<file path="src/rtl/change_dispenser.sv">
// Greedy change dispenser: pays out an amount with 5/2/1-unit coins, one coin
// per handshake with the coin mechanism, with an idle gap and an ack watchdog.
module change_dispenser #(
  parameter int GAP_CYCLES  = 16,
  parameter int ACK_TIMEOUT = 1000
) (
  input  logic       clk,
  input  logic       rst,
  input  logic       start,
  input  logic [7:0] amount,
  input  logic       eject_ack,
  output logic       eject_coin5,
  output logic       eject_coin2,
  output logic       eject_coin1,
  output logic       busy,
  output logic       done,
  output logic       fault,
  output logic [7:0] remaining,
  output logic [7:0] coin_count
);

  // Parameters below 1 behave as 1 (one cycle in GAP / one cycle of ack wait).
  localparam int GW = (GAP_CYCLES > 1) ? $clog2(GAP_CYCLES) : 1;
  localparam int AW = (ACK_TIMEOUT > 1) ? $clog2(ACK_TIMEOUT) : 1;
  localparam logic [GW-1:0] GAP_LAST = GW'((GAP_CYCLES > 0) ? GAP_CYCLES - 1 : 0);
  localparam logic [AW-1:0] ACK_LAST = AW'((ACK_TIMEOUT > 0) ? ACK_TIMEOUT - 1 : 0);

  typedef enum logic [2:0] {IDLE, SELECT, EJECT, GAP, DONE, FAULT} state_t;

  state_t          state_reg, state_next;
  logic [7:0]      remaining_reg, remaining_next;
  logic [7:0]      coin_count_reg, coin_count_next;
  logic [2:0]      coin_sel_reg, coin_sel_next;   // one-hot: bit2=5, bit1=2, bit0=1
  logic [GW-1:0]   gap_cnt_reg, gap_cnt_next;
  logic [AW-1:0]   ack_cnt_reg, ack_cnt_next;
  logic [2:0]      eject_vec;
  logic [7:0]      value_terms [3];
  logic [7:0]      coin_value;

  genvar gi;
  generate
    for (gi = 0; gi < 3; gi++) begin : g_coin
      localparam logic [7:0] VAL = (gi == 2) ? 8'd5 : ((gi == 1) ? 8'd2 : 8'd1);
      assign eject_vec[gi]   = (state_reg == EJECT) && coin_sel_reg[gi];
      assign value_terms[gi] = coin_sel_reg[gi] ? VAL : 8'd0;
    end
  endgenerate

  assign coin_value = value_terms[0] | value_terms[1] | value_terms[2];

  always_comb begin
    state_next      = state_reg;
    remaining_next  = remaining_reg;
    coin_count_next = coin_count_reg;
    coin_sel_next   = coin_sel_reg;
    gap_cnt_next    = gap_cnt_reg;
    ack_cnt_next    = ack_cnt_reg;
    case (state_reg)
      IDLE: begin
        if (start) begin
          remaining_next  = amount;
          coin_count_next = 8'd0;
          state_next      = (amount != 8'd0) ? SELECT : DONE;
        end
      end
      SELECT: begin
        if (remaining_reg >= 8'd5)      coin_sel_next = 3'b100;
        else if (remaining_reg >= 8'd2) coin_sel_next = 3'b010;
        else                            coin_sel_next = 3'b001;
        ack_cnt_next = '0;
        state_next   = EJECT;
      end
      EJECT: begin
        // An ack on the last watchdog cycle still counts as a good ejection.
        if (eject_ack) begin
          remaining_next  = remaining_reg - coin_value;
          coin_count_next = coin_count_reg + 8'd1;
          gap_cnt_next    = '0;
          state_next      = (remaining_reg == coin_value) ? DONE : GAP;
        end else if (ack_cnt_reg == ACK_LAST) begin
          state_next = FAULT;
        end else begin
          ack_cnt_next = ack_cnt_reg + 1'b1;
        end
      end
      GAP: begin
        if (gap_cnt_reg == GAP_LAST) state_next = SELECT;
        else                         gap_cnt_next = gap_cnt_reg + 1'b1;
      end
      DONE:    state_next = IDLE;
      FAULT:   state_next = FAULT;
      default: state_next = IDLE;
    endcase
  end

  always_ff @(posedge clk) begin
    if (!rst) begin
      state_reg      <= IDLE;
      remaining_reg  <= 8'd0;
      coin_count_reg <= 8'd0;
      coin_sel_reg   <= 3'b000;
      gap_cnt_reg    <= '0;
      ack_cnt_reg    <= '0;
    end else begin
      state_reg      <= state_next;
      remaining_reg  <= remaining_next;
      coin_count_reg <= coin_count_next;
      coin_sel_reg   <= coin_sel_next;
      gap_cnt_reg    <= gap_cnt_next;
      ack_cnt_reg    <= ack_cnt_next;
    end
  end

  assign eject_coin5 = eject_vec[2];
  assign eject_coin2 = eject_vec[1];
  assign eject_coin1 = eject_vec[0];
  assign busy        = (state_reg == SELECT) || (state_reg == EJECT) ||
                       (state_reg == GAP)    || (state_reg == DONE);
  assign done        = (state_reg == DONE);
  assign fault       = (state_reg == FAULT);
  assign remaining   = remaining_reg;
  assign coin_count  = coin_count_reg;

endmodule

</file>
<file path="config.mk">
export PLATFORM = sky130hd
export DESIGN_NAME = change_dispenser
export DESIGN_NICKNAME = d
export VERILOG_FILES = /design/src/rtl/change_dispenser.sv
export SDC_FILE = /design/constraint.sdc
export NUM_CORES = 1
export LEC_CHECK = 0
export CELL_PAD_IN_SITES_DETAIL_PLACEMENT = 1
export CELL_PAD_IN_SITES_GLOBAL_PLACEMENT = 1
export CORE_MARGIN = 3
export CORE_UTILIZATION = 38
export CTS_CLUSTER_DIAMETER = 80
export DETAILED_ROUTE_END_ITERATION = 8
export DONT_BUFFER_PORTS = 1
export PLACE_DENSITY = 0.65
export SLEW_MARGIN = 25
export SYNTH_ARGS = -nofsm -noshare
export SYNTH_HDL_FRONTEND = slang
export SYNTH_SLANG_ARGS = --single-unit
</file>
<file path="constraint.sdc">
create_clock -name clk -period 3.9 [get_ports clk]
set_input_delay 0.78 -clock clk [delete_from_list [all_inputs] [get_ports clk]]
set_output_delay 0.78 -clock clk [all_outputs]
set_load 0.02 [all_outputs]
</file>
==> qor.txt, run 1 <==
Synth Flop Type -> dfxtp_1
Per-cell routed wire length -> 17.5 um
Synth Instances -> 258
Status -> finished clean
Period utilization -> 0.707
Max reg flops -> 10
Clock Latency Late Sink -> 290 ps
Maximum fanout along the worst path -> 18
Final Critical Period -> 2760 ps
Initial antenna violation count -> 0
Critical path class -> reg -> out
Total GRT Usage -> 0.191
LEAKAGE -> 0.719 nW
Number of max-cap violations -> 0
Max clock buf depth -> 2
Largest cells by area after synthesis -> dfxtp_1 (34%), nor2_1 (5.5%), xnor2_1 (5.0%)
Critical Path End Type -> output pin
Synth top area share -> 0.340
Post-DRT Antenna Nets -> 0
Vias in the first global route -> 1876
Crit path depth -> 2
GPL Wtd Cong -> 0.781
PortBufs -> 0
Reg power frac -> 0.442
Share of layout cells above drive strength 1 -> 0.106
Internal -> 0.655 mW
Worst stage delay on the critical path -> 700 ps
DR vias/cell -> 5.78
Die Wd -> 80.7 um
Net Sw Power -> 0.439 mW
Switch share -> 0.401
Power per cell area -> 490 nW/um^2
Rel. slew slack -> 0.418
CP bufs+invs -> 0
Slew Limit Fails -> 0
CORE AREA -> 5240 sq um
CP Data Arrival Time -> 1980 ps
Layout Skew -> 7.10 ps
Peak supply drop -> 0.168 mV
Largest net degree at the start of global routing -> 19
Synth area leader -> dfxtp_1
Slew @ Worst Pin -> 866 ps
Combinational share of power -> 0.325
Area delta synth->final -> 5.25%
Yosys cell types -> 54
H-tree levels -> 2
Syn_nets -> 277
Max Clk Rate -> 363 MHz
Req. time, crit path -> 3120 ps
Startpoint Class -> flip-flop
R2r setup slk -> 1700 ps
Final count of hold timing violations -> 0
Post-CTS Hold Buffers -> 0
Post-Synthesis Cell Area -> 2120 sq um
Clock power frac -> 0.233
Ys async rst share -> 0
Routed wire length -> 5.67 mm
Critical-path cell list -> or3b_2, nor2_1
Mean Syn Cell Area -> 8.22 sq um
Synth warn -> 0
Num ports -> 34
Worst R2R Path Depth -> 4
Post-DP HPWL -> 4.16 mm
Number of remaining DRC errors -> 0
Post-placement cell area -> 2150 sq um
Design Area, Final -> 2230 sq um
Synth cell count leaders -> dfxtp_1 (36), nor2_1 (31), nand2_1 (25)
Setup TNS -> 0 ps
Total clock sinks -> 36
Setup Fix Bufs, Post-CTS -> 0
Antenna fix cells -> 0
Hold Path Stages -> 2
Layout Nets -> 273
First-pass GRT wire length -> 9.62 mm
DRT iter0 DRCs -> 56
Synth Register Bits -> 36
TritonCTS Buffers -> 5
Chip Height -> 80.7 um
CP delay by family, top -> simple AND/OR/NAND/NOR gates
FP Rows -> 26
RSZ-0062 raised after global routing -> no
Overflow after GRT -> 0
Seq/Total Area, Yosys -> 0.340
Die area -> 6510 sq um
DR pass1 iterations -> 4
Pwr Total -> 1.09 mW
Most common cell in the synthesized netlist -> dfxtp_1
HP Class -> reg -> reg
CP max stage cell -> dfxtp_1
Clock transition at the registers of the reported paths -> 80 ps
Setup violators final -> 0
Vias -> 1872
Number of flops mapped to enable cells by yosys -> 0
CTS root buf -> clkbuf_8
Initial core utilization -> 0.405
CTS tree -> done
Post-CTS Resized -> 0
power by group through the flow:
| stage | registers (mW) | logic, mW | clock network, mW |
|---|---|---|---|
| 3_5_place_dp | 0.491 | 0.357 | 0 |
| 2_1_floorplan | 0.458 | 0.304 | 0 |
| 4_1_cts | 0.483 | 0.359 | 0.266 |
| 6_report | 0.483 | 0.356 | 0.255 |
| 5_1_grt | 0.492 | 0.406 | 0.289 |
| 3_3_place_gp | 0.489 | 0.355 | 0 |
worst reg2reg max path: stages (launching register included):
cell	delay, ps
dfxtp_1	700
or4b_4	600
a31oi_1	390
mux2_2	380
nor2_1	70
layout make-up:
type                            instances  area, sq um
Fill cell                             655         3010
Tap cell                               70         87.6
Multi-Input combinational cell        199         1300
Inverter                               11         41.3
Timing Repair Buffer                    1         7.51
Sequential cell                        36          721
Clock buffer                            6         72.6
Clock inverter                          1         5.00
worst paths after layout:
check,from,endpoint
worst max-delay path,state_reg[1]$_SDFFE_PN0P_,eject_coin5
worst min-delay path,coin_sel_reg[1]$_SDFFE_PN0P_,coin_sel_reg[1]$_SDFFE_PN0P_
worst max register to register,state_reg[1]$_SDFFE_PN0P_,ack_cnt_reg[0]$_SDFFE_PN0P_
worst min register to register,coin_sel_reg[1]$_SDFFE_PN0P_,coin_sel_reg[1]$_SDFFE_PN0P_
metrics by stage:
| step | worst slack [ps] | hold slack (ps) | std cells | util |
|---|---|---|---|---|
| floorplan | 1630 | 432 | 258 | - |
| detailed placement | 1470 | 452 | 317 | 0.411 |
| global route | 1040 | 487 | 324 | 0.426 |
| global placement | 1510 | 439 | 317 | 0.411 |
| finish | 1140 | 462 | 324 | 0.426 |
| CTS | 1150 | 465 | 324 | 0.426 |
cells by family (layout without fill, tap and decap cells):
family,count (synthesis),after routing,synth area share
muxes,8,8,0.0395
DFF,36,36,0.340
buffers and inverters,23,19,0.0507
adders and majority gates,7,7,0.0448
xor gates and xnor gates,13,13,0.0537
AOI/OAI and AO/OA,57,57,0.198
and+or+nand+nor,114,114,0.273
per-layer routing:
metal	routed length, um	vias to the layer above	track usage
met5	0	-	0
met4	61	0	0.0473
met3	211	7	0.0561
met2	2660	21	0.304
met1	2740	911	0.254
li1	-	933	-
layout by cell type (no fill, tap or decap), types with 2 or more instances in the layout:
cell,synthesis,final
or3_1,6,6
inv_1,11,11
or3b_2,2,2
a211oi_1,3,3
a41oi_1,2,2
nor2_1,31,31
a2111oi_0,2,2
a21oi_1,18,18
nor4_1,4,4
ha_1,6,6
nand2b_1,2,2
nor3_1,5,5
o21ai_0,6,6
nand3_1,15,15
nand4_1,5,5
o211ai_1,3,3
or2_2,2,2
nand2_1,25,25
clkbuf_8,0,5
and4_1,2,2
mux2_2,3,3
a2111oi_2,2,2
mux2i_1,5,5
nor3b_1,3,2
dfxtp_1,36,36
a31oi_1,4,4
o221a_2,2,2
nor2_2,2,2
and3_1,3,3
xnor2_1,12,12
a311oi_1,3,3
nand3b_1,2,2
No activity file was read; power rests on OpenSTA's default activity.
==> run 2: changes to the inputs <==
- PLACE_DENSITY: 0.65 -> 0.68
- clock period: 3.9 -> 2.4 ns (I/O delays scaled with it)
==> run 2 against run 1 <==
Compared with the run above: clock power rose by 76%; sequential power rose by 58%; largest power group unchanged; largest cell class unchanged; wire length rose by 0.76%.
==> qor.txt, run 2 (synthesis gave the netlist of run 1 again) <==
Post-placement cell area -> 2210 sq um
Layout Nets -> 281
Switch share -> 0.389
Power per cell area -> 808 nW/um^2
Initial antenna violation count -> 0
Combinational share of power -> 0.348
Req. time, crit path -> 1920 ps
Max clock buf depth -> 2
Share of layout cells above drive strength 1 -> 0.133
Period utilization -> 0.935
CP Data Arrival Time -> 1760 ps
Total GRT Usage -> 0.185
Peak supply drop -> 0.421 mV
Initial core utilization -> 0.405
Most common cell after layout, fill and taps aside -> dfxtp_1
R2r startpoint -> state_reg[0]$_SDFFE_PN0P_
Max reg flops -> 10
Pwr Total -> 1.86 mW
Vias in the first global route -> 1869
Slew Limit Fails -> 0
Layout Skew -> 8.29 ps
Design Area, Final -> 2300 sq um
DR pass1 iterations -> 4
PortBufs -> 0
Clock power frac -> 0.241
Setup violators final -> 0
Die Wd -> 80.7 um
Total clock sinks -> 36
Overflow after GRT -> 0
Area delta synth->final -> 8.67%
HP Class -> in -> reg
Largest net degree at the start of global routing -> 18
Clock Latency Late Sink -> 280 ps
Internal -> 1.14 mW
First-pass GRT wire length -> 9.35 mm
FP Rows -> 26
Number of remaining DRC errors -> 0
CORE AREA -> 5240 sq um
DR vias/cell -> 5.74
LEAKAGE -> 0.764 nW
Critical Path End Type -> output pin
RSZ-0062 raised after global routing -> no
Chip Height -> 80.7 um
Startpoint Class -> flip-flop
Critical Path Start -> state_reg[0]$_SDFFE_PN0P_
Net Sw Power -> 0.723 mW
Routed wire length -> 5.71 mm
Num ports -> 34
Die area -> 6510 sq um
CTS root buf -> clkbuf_8
Most frequent cells in the layout -> dfxtp_1 (36), nor2_1 (31), nand2_1 (25)
Antenna fix cells -> 0
Worst R2R Path Depth -> 4
Post-CTS Hold Buffers -> 0
Post-DP HPWL -> 4.28 mm
TritonCTS Buffers -> 5
Reg power frac -> 0.410
CTS tree -> done
Area of the multi-input gates -> 1300 sq um
Maximum fanout along the worst path -> 17
Fill count -> 661
H-tree levels -> 2
GPL Wtd Cong -> 0.779
Finished Core Util -> 0.440
Number of max-cap violations -> 0
Setup Fix Bufs, Post-CTS -> 0
Per-cell routed wire length -> 17.1 um
Storage element area -> 721 sq um
Status -> finished clean
Max Clk Rate -> 446 MHz
Final Critical Period -> 2240 ps
Clock transition at the registers of the reported paths -> 70 ps
Hold Path Stages -> 1
DRT iter0 DRCs -> 51
Rel. slew slack -> 0.582
Min-delay src -> rst
Setup TNS -> 0 ps
Critical path class -> reg -> out
Slew @ Worst Pin -> 624 ps
Final count of hold timing violations -> 0
Post-DRT Antenna Nets -> 0
Vias -> 1912
Post-CTS Resized -> 0
[run 2: changes by cell type in the layout (fill, tap and decap cells not counted)]
cell,before,now
buf_4,1,9
clkbuf_1,1,2
clkbuf_8,5,6
clkinv_2,1,0
[run 2: power by group through the flow]
stage          logic, mW  clock network [mW]  registers [mW]
2_1_floorplan      0.495                   0           0.745
4_1_cts            0.653               0.468           0.763
3_5_place_dp       0.649                   0           0.776
5_1_grt            0.724               0.493           0.777
3_3_place_gp       0.645                   0           0.776
6_report           0.648               0.449           0.764
[run 2: per-stage QoR]
| stage | setup WS (ps) | cells | hold slack (ps) |
|---|---|---|---|
| after floorplan | 428 | 258 | 432 |
| after global placement | 395 | 325 | 447 |
| after detailed placement | 378 | 325 | 455 |
| after CTS | 153 | 333 | 309 |
| after global routing | 47.9 | 333 | 311 |
| final | 157 | 333 | 318 |
[run 2: final timing paths]
kind                                        to  slack (ps)
hold / removal       remaining[7]$_SDFFE_PN0P_         320
setup / recovery                   eject_coin2         160
setup reg to reg   ack_cnt_reg[0]$_SDFFE_PN0P_         350
hold reg to reg   coin_sel_reg[0]$_SDFFE_PN0P_         460
[run 2: final cells by class]
type	instances	share of cell area
multi-input cells	199	0.563
flip-flops and latches	36	0.313
clock buffers	8	0.0391
well taps	70	0.0380
repair buffers	9	0.0293
inverters	11	0.0179
[run 2: per-layer routing]
layer,global-route usage,share of wire
met1,0.249,0.47
met2,0.298,0.46
met3,0.0471,0.057
met4,0.0422,0.0075
met5,0,0
[run 2: worst max-delay path, cell delays in order (launching register included)]
cell     delay (ps)
dfxtp_1         470
or3b_2          650
nor2_1          360
